<file path="src/rtl/uart_tx_mmio.sv">
// uart_tx_mmio: memory-mapped UART transmitter (8N1, LSB first) fed by a byte FIFO, with a polled STATUS register.
// Latency: start bit appears on txd 2 clk after the TXDATA write edge; STATUS read data is valid 1 clk after d_re.
// Backpressure: none on the bus; a write to a full FIFO is dropped and sets sticky overflow.
// Optional: define UART_TX_PARITY_EN for an even-parity bit after the data bits (STATUS bit 16 reads 1).

// Small synchronous FIFO; a push on a full FIFO is accepted when a pop happens in the same cycle.
module uart_tx_fifo #(
  parameter int AW = 4,
  parameter int DW = 8
) (
  input  logic          clk,
  input  logic          reset,
  input  logic          push,
  input  logic [DW-1:0] wdata,
  input  logic          pop,
  output logic [DW-1:0] rdata,
  output logic [AW:0]   count,
  output logic          full,
  output logic          empty
);
  localparam logic [AW:0] DEPTH = (AW + 1)'(2 ** AW);

  logic [DW-1:0] mem [2 ** AW];
  logic [AW-1:0] wr_ptr;
  logic [AW-1:0] rd_ptr;
  logic          do_push;
  logic          do_pop;

  assign full    = (count == DEPTH);
  assign empty   = (count == '0);
  assign do_pop  = pop && !empty;
  assign do_push = push && (!full || do_pop);
  assign rdata   = mem[rd_ptr];

  // Storage array, no reset needed: entries are only read after being written.
  always_ff @(posedge clk) begin
    if (do_push) mem[wr_ptr] <= wdata;
  end

  // Pointers wrap naturally at 2^AW; count spans 0..2^AW.
  always_ff @(posedge clk) begin
    if (reset) begin
      wr_ptr <= '0;
      rd_ptr <= '0;
      count  <= '0;
    end else begin
      if (do_push) wr_ptr <= wr_ptr + 1'b1;
      if (do_pop)  rd_ptr <= rd_ptr + 1'b1;
      case ({do_push, do_pop})
        2'b10:   count <= count + 1'b1;
        2'b01:   count <= count - 1'b1;
        default: count <= count;
      endcase
    end
  end
endmodule

module uart_tx_mmio #(
  parameter logic [31:0] BASE    = 32'hffff0004,
  parameter int          CLKDIV  = 868,
  parameter int          FIFO_AW = 4
) (
  input  logic        clk,
  input  logic        reset,
  input  logic [31:0] d_adr,
  input  logic [3:0]  d_we,
  input  logic [31:0] d_dw,
  input  logic        d_re,
  output logic [31:0] d_dr,
  output logic        d_dr_en,
  output logic        txd,
  output logic        tx_busy
);
  typedef enum logic [2:0] {IDLE, START, DATA, PARITY, STOP} state_t;

  localparam logic [31:0] STATUS_ADR  = BASE + 32'd4;
  localparam logic [15:0] BAUD_RELOAD = 16'(CLKDIV - 1);
`ifdef UART_TX_PARITY_EN
  localparam state_t AFTER_DATA  = PARITY;
  localparam logic   PARITY_FLAG = 1'b1;
`else
  localparam state_t AFTER_DATA  = STOP;
  localparam logic   PARITY_FLAG = 1'b0;
`endif

  state_t             state_q, state_d;
  logic [15:0]        baud_q, baud_d;
  logic [2:0]         bit_q, bit_d;
  logic [7:0]         shreg_q, shreg_d;
  logic               par_q, par_d;
  logic               pop;
  logic               push;
  logic               status_rd;
  logic               ovf_event;
  logic               busy;
  logic               overflow;
  logic [7:0]         fifo_rdata;
  logic [FIFO_AW:0]   fifo_count;
  logic               fifo_full;
  logic               fifo_empty;
  logic [8:0]         count9;
  logic [31:0]        status_word;
  logic               unused_bits;

  // Only byte lane 0 carries console data.
  assign unused_bits = ^{d_we[3:1], d_dw[31:8]};

  assign push        = d_we[0] && (d_adr == BASE);
  assign status_rd   = d_re && (d_adr == STATUS_ADR);
  assign ovf_event   = push && fifo_full && !pop;
  assign busy        = !fifo_empty || (state_q != IDLE);
  assign count9      = 9'(fifo_count);
  assign status_word = {15'b0, PARITY_FLAG, overflow, busy, fifo_full, fifo_empty, 3'b0, count9};

  uart_tx_fifo #(.AW(FIFO_AW), .DW(8)) u_fifo (
    .clk   (clk),
    .reset (reset),
    .push  (push),
    .wdata (d_dw[7:0]),
    .pop   (pop),
    .rdata (fifo_rdata),
    .count (fifo_count),
    .full  (fifo_full),
    .empty (fifo_empty)
  );

  // Frame sequencer state and datapath registers.
  always_ff @(posedge clk) begin
    if (reset) begin
      state_q <= IDLE;
      baud_q  <= '0;
      bit_q   <= '0;
      shreg_q <= '0;
      par_q   <= 1'b0;
    end else begin
      state_q <= state_d;
      baud_q  <= baud_d;
      bit_q   <= bit_d;
      shreg_q <= shreg_d;
      par_q   <= par_d;
    end
  end

  // Next-state: each state lasts CLKDIV clocks; STOP chains straight into START when more data waits.
  always_comb begin
    state_d = state_q;
    baud_d  = baud_q;
    bit_d   = bit_q;
    shreg_d = shreg_q;
    par_d   = par_q;
    pop     = 1'b0;
    case (state_q)
      IDLE: begin
        if (!fifo_empty) begin
          pop     = 1'b1;
          shreg_d = fifo_rdata;
          par_d   = 1'b0;
          baud_d  = BAUD_RELOAD;
          state_d = START;
        end
      end
      START: begin
        if (baud_q == '0) begin
          baud_d  = BAUD_RELOAD;
          bit_d   = '0;
          state_d = DATA;
        end else begin
          baud_d = baud_q - 1'b1;
        end
      end
      DATA: begin
        if (baud_q == '0) begin
          baud_d  = BAUD_RELOAD;
          shreg_d = {1'b0, shreg_q[7:1]};
          par_d   = par_q ^ shreg_q[0];
          bit_d   = bit_q + 1'b1;
          if (bit_q == 3'd7) state_d = AFTER_DATA;
        end else begin
          baud_d = baud_q - 1'b1;
        end
      end
      PARITY: begin
        if (baud_q == '0) begin
          baud_d  = BAUD_RELOAD;
          state_d = STOP;
        end else begin
          baud_d = baud_q - 1'b1;
        end
      end
      STOP: begin
        if (baud_q == '0) begin
          if (!fifo_empty) begin
            pop     = 1'b1;
            shreg_d = fifo_rdata;
            par_d   = 1'b0;
            baud_d  = BAUD_RELOAD;
            state_d = START;
          end else begin
            state_d = IDLE;
          end
        end else begin
          baud_d = baud_q - 1'b1;
        end
      end
      default: state_d = IDLE;
    endcase
  end

  // Registered line and busy outputs, one clock behind the sequencer state.
  always_ff @(posedge clk) begin
    if (reset) begin
      txd     <= 1'b1;
      tx_busy <= 1'b0;
    end else begin
      tx_busy <= busy;
      case (state_q)
        START:   txd <= 1'b0;
        DATA:    txd <= shreg_q[0];
        PARITY:  txd <= par_q;
        default: txd <= 1'b1;
      endcase
    end
  end

  // STATUS read port and sticky overflow; a same-cycle overflow wins over the read-clear.
  always_ff @(posedge clk) begin
    if (reset) begin
      d_dr     <= '0;
      d_dr_en  <= 1'b0;
      overflow <= 1'b0;
    end else begin
      d_dr_en <= status_rd;
      if (status_rd) d_dr <= status_word;
      if (ovf_event) overflow <= 1'b1;
      else if (status_rd) overflow <= 1'b0;
    end
  end
endmodule
</file>
<file path="config.mk">
export PLATFORM = sky130hd
export DESIGN_NAME = uart_tx_mmio
export DESIGN_NICKNAME = d
export VERILOG_FILES = /design/src/rtl/uart_tx_mmio.sv
export SDC_FILE = /design/constraint.sdc
export NUM_CORES = 1
export LEC_CHECK = 0
export CAP_MARGIN = 25
export CORE_UTILIZATION = 57
export CTS_CLUSTER_DIAMETER = 200
export CTS_CLUSTER_SIZE = 28
export DETAILED_ROUTE_END_ITERATION = 10
export DONT_BUFFER_PORTS = 1
export GPL_ROUTABILITY_DRIVEN = 0
export PLACE_DENSITY = 0.77
export SLEW_MARGIN = 5
export SYNTH_ARGS = -nofsm -noshare
export SYNTH_HDL_FRONTEND = slang
export SYNTH_HIERARCHICAL = 1
export SYNTH_SLANG_ARGS = --single-unit
</file>
<file path="constraint.sdc">
create_clock -name clk -period 3.4 [get_ports clk]
set_input_delay 0.68 -clock clk [delete_from_list [all_inputs] [get_ports clk]]
set_output_delay 0.68 -clock clk [all_outputs]
set_load 0.01 [all_outputs]
</file>
==> Word-level counts from Yosys, hierarchy flattened <==
Memory sizes are Yosys's and may differ from the RTL's. A register that Yosys moved wholly into a read port is not among the register bits.
Index checks and enable logic that the tools add are counted.
{ "word_totals": {"mem_bits_rw": 128, "memories": 1, "inputBits": 71, "word_cells": 95, "output_inout_bits": 35, "regBits": 57} }
{ "memory_table": {"columns": ["memory", "depth", "width", "rd", "rd_clocked_by_memory_dff", "write_ports", "line", "rtl"], "rows": [
  ["u_fifo.mem", 16, 8, 1, 1, 1, "23", "logic [DW-1:0] mem [2 ** AW];"]
]} }
{ "op_classes": {"muxes": 34, "n_eq_ne": 16, "n_reduce_logical": 24, "n_addsub": 6, "bitwise_logic": 1} }
{ "ops": {"columns": ["cell", "count"], "rows": [
  ["$eq A32 B32 Y1 const B", 2],
  ["$mux W16", 3],
  ["$pmux W16 S3", 1],
  ["$mux W3", 8],
  ["$mux W8", 3],
  ["$pmux W8 S3", 1],
  ["$logic_not A16 Y1", 1],
  ["$sub A16 B1 Y16 const B", 1],
  ["$pmux W3 S5", 1],
  ["$ne A2 B2 Y1 const B", 6],
  ["$mux W1", 10],
  ["$pmux W5 S2", 1],
  ["$reduce_bool A3 Y1", 3],
  ["$add A4 B1 Y4 const B", 2],
  ["$mux W4", 2],
  ["$eq A3 B2 Y1 const B", 2],
  ["$eq A3 B3 Y1 const B", 2],
  ["$logic_and A1 B1 Y1", 6],
  ["$pmux W1 S3", 2],
  ["$pmux W3 S2", 1],
  ["$reduce_and A3 Y1", 2],
  ["$reduce_and A6 Y1", 1],
  ["$reduce_bool A2 Y1", 3],
  ["$add A5 B1 Y5 const B", 1],
  ["other kinds (13)", 16]
]} }

==> Longest topological paths before layout <==
Gate-level depths: netlist of run 1.
{ "depth": {"word_depth": 9, "depth_mapped": 14, "ltp_nobuf": 14} }

==> Modules after synthesis <==
The synthesis of run 1 kept the hierarchy.
{ "modules_own_cells": {"columns": ["mod", "seq_area_each_um2", "area_per_inst_um2", "n_inst", "cells_per_inst"], "rows": [
  ["uart_tx_fifo", 4184.0, 5866.9, 1, 325],
  ["uart_tx_mmio", 880.8, 2549.9, 1, 296]
]} }

==> Worst setup path after synthesis of run 1 <==
No wires, ideal clock.
{ "synth_timing": {"kind": "in2reg", "from": "in d_adr[1]", "to": "reg u_fifo.count[4]", "path_buffers": 1, "stages": 12, "required_time_ps": 3266, "setup_ps": 134, "slack_ps": -103, "arrival_ps": 3369, "cell_sequence": "nand4b_1 -> or4_4 -> nor4_1 -> clkbuf_1 -> nor2b_1 -> o21ai_2 -> inv_2 -> ha_1 -> nand2b_1 -> o2bb2ai_1 -> a2111oi_0 -> or4_1"} }
{ "synth_via": {"elab_chain_cells": 5, "word_cells_on_any_way": 7, "classes_between": "eq/ne (3); mux (1); reduce/logical (3)"} }
{ "synth_rtl": {"columns": ["element", "line", "rtl"], "rows": [
  ["start, declared", "65", "input logic [31:0] d_adr,"],
  ["$eq A32 B32 Y1 *", "108", "assign push = d_we[0] && (d_adr == BASE);"],
  ["$logic_and A1 B1 Y1 *", "108", null],
  ["named net push", "92", "logic push;"],
  ["$logic_and A1 B1 Y1 *", "32", "assign do_push = push && (!full || do_pop);"],
  ["$eq A2 B1 Y1 or $eq A2 B2 Y1 (tied branches)", "49", "case ({do_push, do_pop})"],
  ["$pmux W5 S2 or $reduce_bool A2 Y1 (tied branches)", null, null],
  ["end signal, assigned", "50", "2'b10: count <= count + 1'b1;"],
  ["end signal, assigned", "51", "2'b01: count <= count - 1'b1;"],
  ["end signal, assigned", "52", "default: count <= count;"],
  ["end, declared", "17", "output logic [AW:0] count,"]
]} }
The timed path passes the listed nets; every way through them passes the cells marked *.
A chain may end at the register's enable or synchronous reset.

==> Worst setup path after layout of run 1 <==
{ "layout_timing": {"from": "reg baud_q[0]", "to": "reg u_fifo.count[4]"} }
{ "layout_via": {"elab_chain_cells": 8, "word_cells_on_any_way": 10, "classes_between": "eq/ne (2); mux (3); reduce/logical (5)"} }
{ "layout_rtl": {"columns": ["element", "line", "rtl"], "rows": [
  ["start, declared", "87", "logic [15:0] baud_q, baud_d;"],
  ["start signal, assigned", "137", "baud_q <= baud_d;"],
  ["$logic_not A16 Y1 *", "191", "if (baud_q == '0) begin"],
  ["$mux W1 *", "191", null],
  ["$pmux W1 S2 *", "152", "case (state_q)"],
  ["named net pop", "91", "logic pop;"],
  ["$logic_and A1 B1 Y1 *", "31", "assign do_pop = pop && !empty;"],
  ["$logic_or A1 B1 Y1", "32", null],
  ["$logic_and A1 B1 Y1", "32", null],
  ["$eq A2 B1 Y1 or $eq A2 B2 Y1 (tied branches)", "49", null],
  ["$pmux W5 S2 or $reduce_bool A2 Y1 (tied branches)", null, null]
]} }
Marked as above.

==> summary.txt, run 1 <==
Critical path
  – Critical path fanouts, max: 5
  – Critical path buffer and inverter count: 2
  – Critical path's slowest cell: or4_1
  – WP data required: 3.71 ns
  – Most common cell on crit path: inv_1
  – CP endpoint: u_fifo/count[4]
  – Critical path class: flip-flop to flip-flop
  – CP max stage delay: 0.49 ns
  – Critical path endpoint category: flip-flop
  – Register-to-register setup slack: 0.18 ns
  – Worst reg2reg path startpoint: baud_q[0]
  – Crit-path cells: inv_1 -> ha_1 -> nor4b_4 -> a41oi_2 -> or2_4 -> inv_1 -> nor2b_2 -> o21ai_2 -> fa_1 -> nand2b_1 -> o2bb2ai_1 -> mux2i_1 -> or4_1
  – Critical path startpoint: baud_q[0]
  – Critical path's top delay family: simple AND/OR/NAND/NOR gates
  – Instance count on the critical path: 13
  – RR Endpoint: u_fifo/count[4]
  – Arrival @ worst endpoint: 3.54 ns
  – Startpoint Class: flip-flop
  – Reg2reg path depth: 13

Global routing
  – Tot GR Track Use: 24.48%
  – First-pass GRT wire length: 26,860 um
  – Largest net degree at the start of global routing: 58
  – Initial antenna violation count: 0
  – Number of global-route vias before repair: 4,979
  – GRT overflow: 0

Synthesis
  – Yosys top cell area share: 45.67%
  – Synth warn: 6
  – Distinct cell type count after synthesis: 73
  – Mapped Area: 8417 um2
  – Post-synth top cells: 128 x edfxtp_1, 61 x dfxtp_1, 46 x nor2_1
  – Synth area leaders: edfxtp_1 46%, dfxtp_1 15%, mux4_2 8.6%
  – Yosys reg bits: 189
  – Ys async rst share: 0%
  – Mapped Cells: 621
  – Top FF cell, synth: edfxtp_1
  – Count leader, synth: edfxtp_1
  – Sequential area share after synthesis: 60.18%
  – EDFF count, synth: 128
  – Leading area contributor after synthesis: edfxtp_1
  – Mean Syn Cell Area: 13.55 um2

Detailed routing
  – Starting DRT DRC Count: 453
  – Avg WL per Cell: 20.69 um
  – Final wirelength: 17,380 um
  – Vias per inst: 6.239
  – DR DRC count: 0
  – Vias: 5,241
  – Drt pass-1 iters: 5
  – Antenna viol nets, final: 0

STA
  – RSZ-0062 raised after global routing: false
  – Fin crit share: 94.81%
  – Final hold violation count: 0
  – Relative slew slack: 53.86%
  – Final setup TNS: 0 ns
  – Fin. max-slew vios: 0
  – Final Setup Violations: 0
  – Post-layout minimum cycle time: 3.224 ns
  – Max Clock Freq: 0.3102 GHz
  – Fin worst setup slack: 0.1764 ns
  – Tightest Pin Transition: 0.6913 ns
  – Final Skew: 0.01076 ns

Place
  – Pre-CTS setup slack: 0.05974 ns
  – Post-Place Cells: 808
  – IO Port Bufs: 0
  – DP Wirelength: 10,520 um

Floorplanning
  – Site Rows: 44
  – Die area: 15,260 um2
  – Core area: 14,480 um2
  – Die Y: 123.5 um
  – Initial Utilization: 58.13%
  – I/O pin cnt: 106
  – Die Wd: 123.5 um

CTS
  – Sink Count: 189
  – Clock network latency to the later pin of the worst-skew pair: 0.44 ns
  – Clk slew on worst S/H paths: 0.07 ns
  – H-Tree Depth: 4
  – CTS tree: done
  – Max Buffers Root-to-Sink: 2
  – Clock root cell: clkbuf_16
  – CTS Hold Bufs: 0
  – Cts bufs inserted: 17
  – Setup Buffers After CTS: 0

Cells and area
  – Diode count: 0
  – Share of layout cells above drive strength 1: 21.04%
  – Final #Nets: 727
  – Non-Filler Instances: 840
  – FILL cells: 993
  – Area growth syn-to-layout: 11.05%

Pwr
  – Peak supply drop: 0.8442 mV
  – Pleak: 3.264 nW
  – Power, Total: 6.410 mW
  – Power Dens Cells: 685.9 nW/um2

Outcome
  – Status: completed

Worst hold path
  – Hold Path Class: input pin to flip-flop

Job
  – MaxCap Viol Count: 0
==> report_power, final <==
| part | switching (mW) | internal (mW) | total [mW] |
|---|---|---|---|
| registers | 0.120 | 2.56 | 2.69 |
| logic | 0.993 | 0.652 | 1.64 |
| clock network | 0.953 | 1.13 | 2.08 |
==> worst reg2reg max path, stage by stage (launching register included) <==
cell	delay (ns)
dfxtp_1	0.35
inv_1	0.10
ha_1	0.15
nor4b_4	0.24
a41oi_2	0.18
or2_4	0.30
inv_1	0.08
nor2b_2	0.18
o21ai_2	0.11
fa_1	0.41
nand2b_1	0.18
o2bb2ai_1	0.19
mux2i_1	0.15
or4_1	0.49
==> worst min path at each step <==
stage               start    endpoint  slack, ns  depth (start not counted)
2_1_floorplan    bit_q[1]    bit_q[1]       0.44                          2
3_3_place_gp     bit_q[1]    bit_q[1]       0.44                          2
3_5_place_dp   shreg_q[7]  shreg_q[7]       0.46                          2
4_1_cts             reset  shreg_q[4]       0.29                          1
5_1_grt             reset     tx_busy       0.29                          1
6_report            reset     tx_busy       0.32                          1
==> logic make-up after synthesis <==
logic type                 count (synthesis)  synth area share [%]
DFF                                      189                 60.18
buffers and inverters                     80                 5.054
other                                      1               0.04455
and+or+nand+nor                          171                 11.30
xor gates and xnor gates                   9                0.9365
muxes                                     54                 11.21
AOI/OAI and AO/OA                        104                 9.262
adders and majority gates                 13                 2.022
==> sequential cells by signal (all words and copies together), names as in the netlist, named ones only <==
name and cells:
baud_q 16, bit_q 3, d_dr 9, d_dr_en 1
overflow 1, par_q 1, shreg_q 8, state_q 3
tx_busy 1, txd 1, u_fifo/count 5, u_fifo/mem 128
u_fifo/rd_ptr 4, u_fifo/wr_ptr 4
==> per-layer routing <==
layer / GRT usage, % / vias to the layer above / routed length [um]
li1: - / 2392 / -
met1: 31.49 / 2598 / 7068
met2: 40.01 / 213 / 8813
met3: 6.365 / 38 / 1059
met4: 9.111 / 0 / 438
met5: 0 / - / 0
==> cell type report <==
class	count	area (um2)	area share, %
flip-flops and latches	189	5067	54.22
multi-input cells	374	3029	32.41
clock buffers	17	425.4	4.552
repair buffers	39	305.3	3.266
well taps	184	230.2	2.463
clock inverters	15	206.4	2.209
inverters	22	82.58	0.8835
==> placed cells by master, fill, tap and decap left out, types with 4 or more instances in the layout <==
cell,count
and3_1,4
o21a_1,5
a22oi_1,18
clkinv_8,4
conb_1,23
o21ai_0,12
a311oi_1,5
nor3_1,19
mux4_2,32
or4_4,5
xnor2_1,4
or2_2,5
buf_4,38
a31oi_1,7
clkbuf_16,17
a21oi_1,14
and2_1,5
nor2_1,46
dfxtp_1,59
nor4_1,9
ha_1,12
edfxtp_1,128
a211oi_1,8
nand4_1,7
nor3b_1,4
nand2b_1,7
nand2_1,26
inv_1,20
nand3_1,9
xor2_1,5
mux2i_1,20
==> metrics by stage <==
step	hold slack, ns	area, um2	utilization, %
after global placement	0.4356	8700	60.08
after global routing	0.2932	9346	64.55
after CTS	0.2900	9340	64.51
final	0.3159	9346	64.55
after detailed placement	0.4586	8700	60.08
after floorplan	0.4356	8501	-
==> timing repair <==
action / CTS / global route
gates resized for setup: 1 / 3
setup endpoints to repair: 1 / 1
pin swaps: 0 / 1
(Power assumes the default switching activity.)
==> run 2: changes to the inputs <==
- SLEW_MARGIN: 5 -> default
==> results of run 2 <==
Final layout, timing and power as in run 1 (identical DEF).
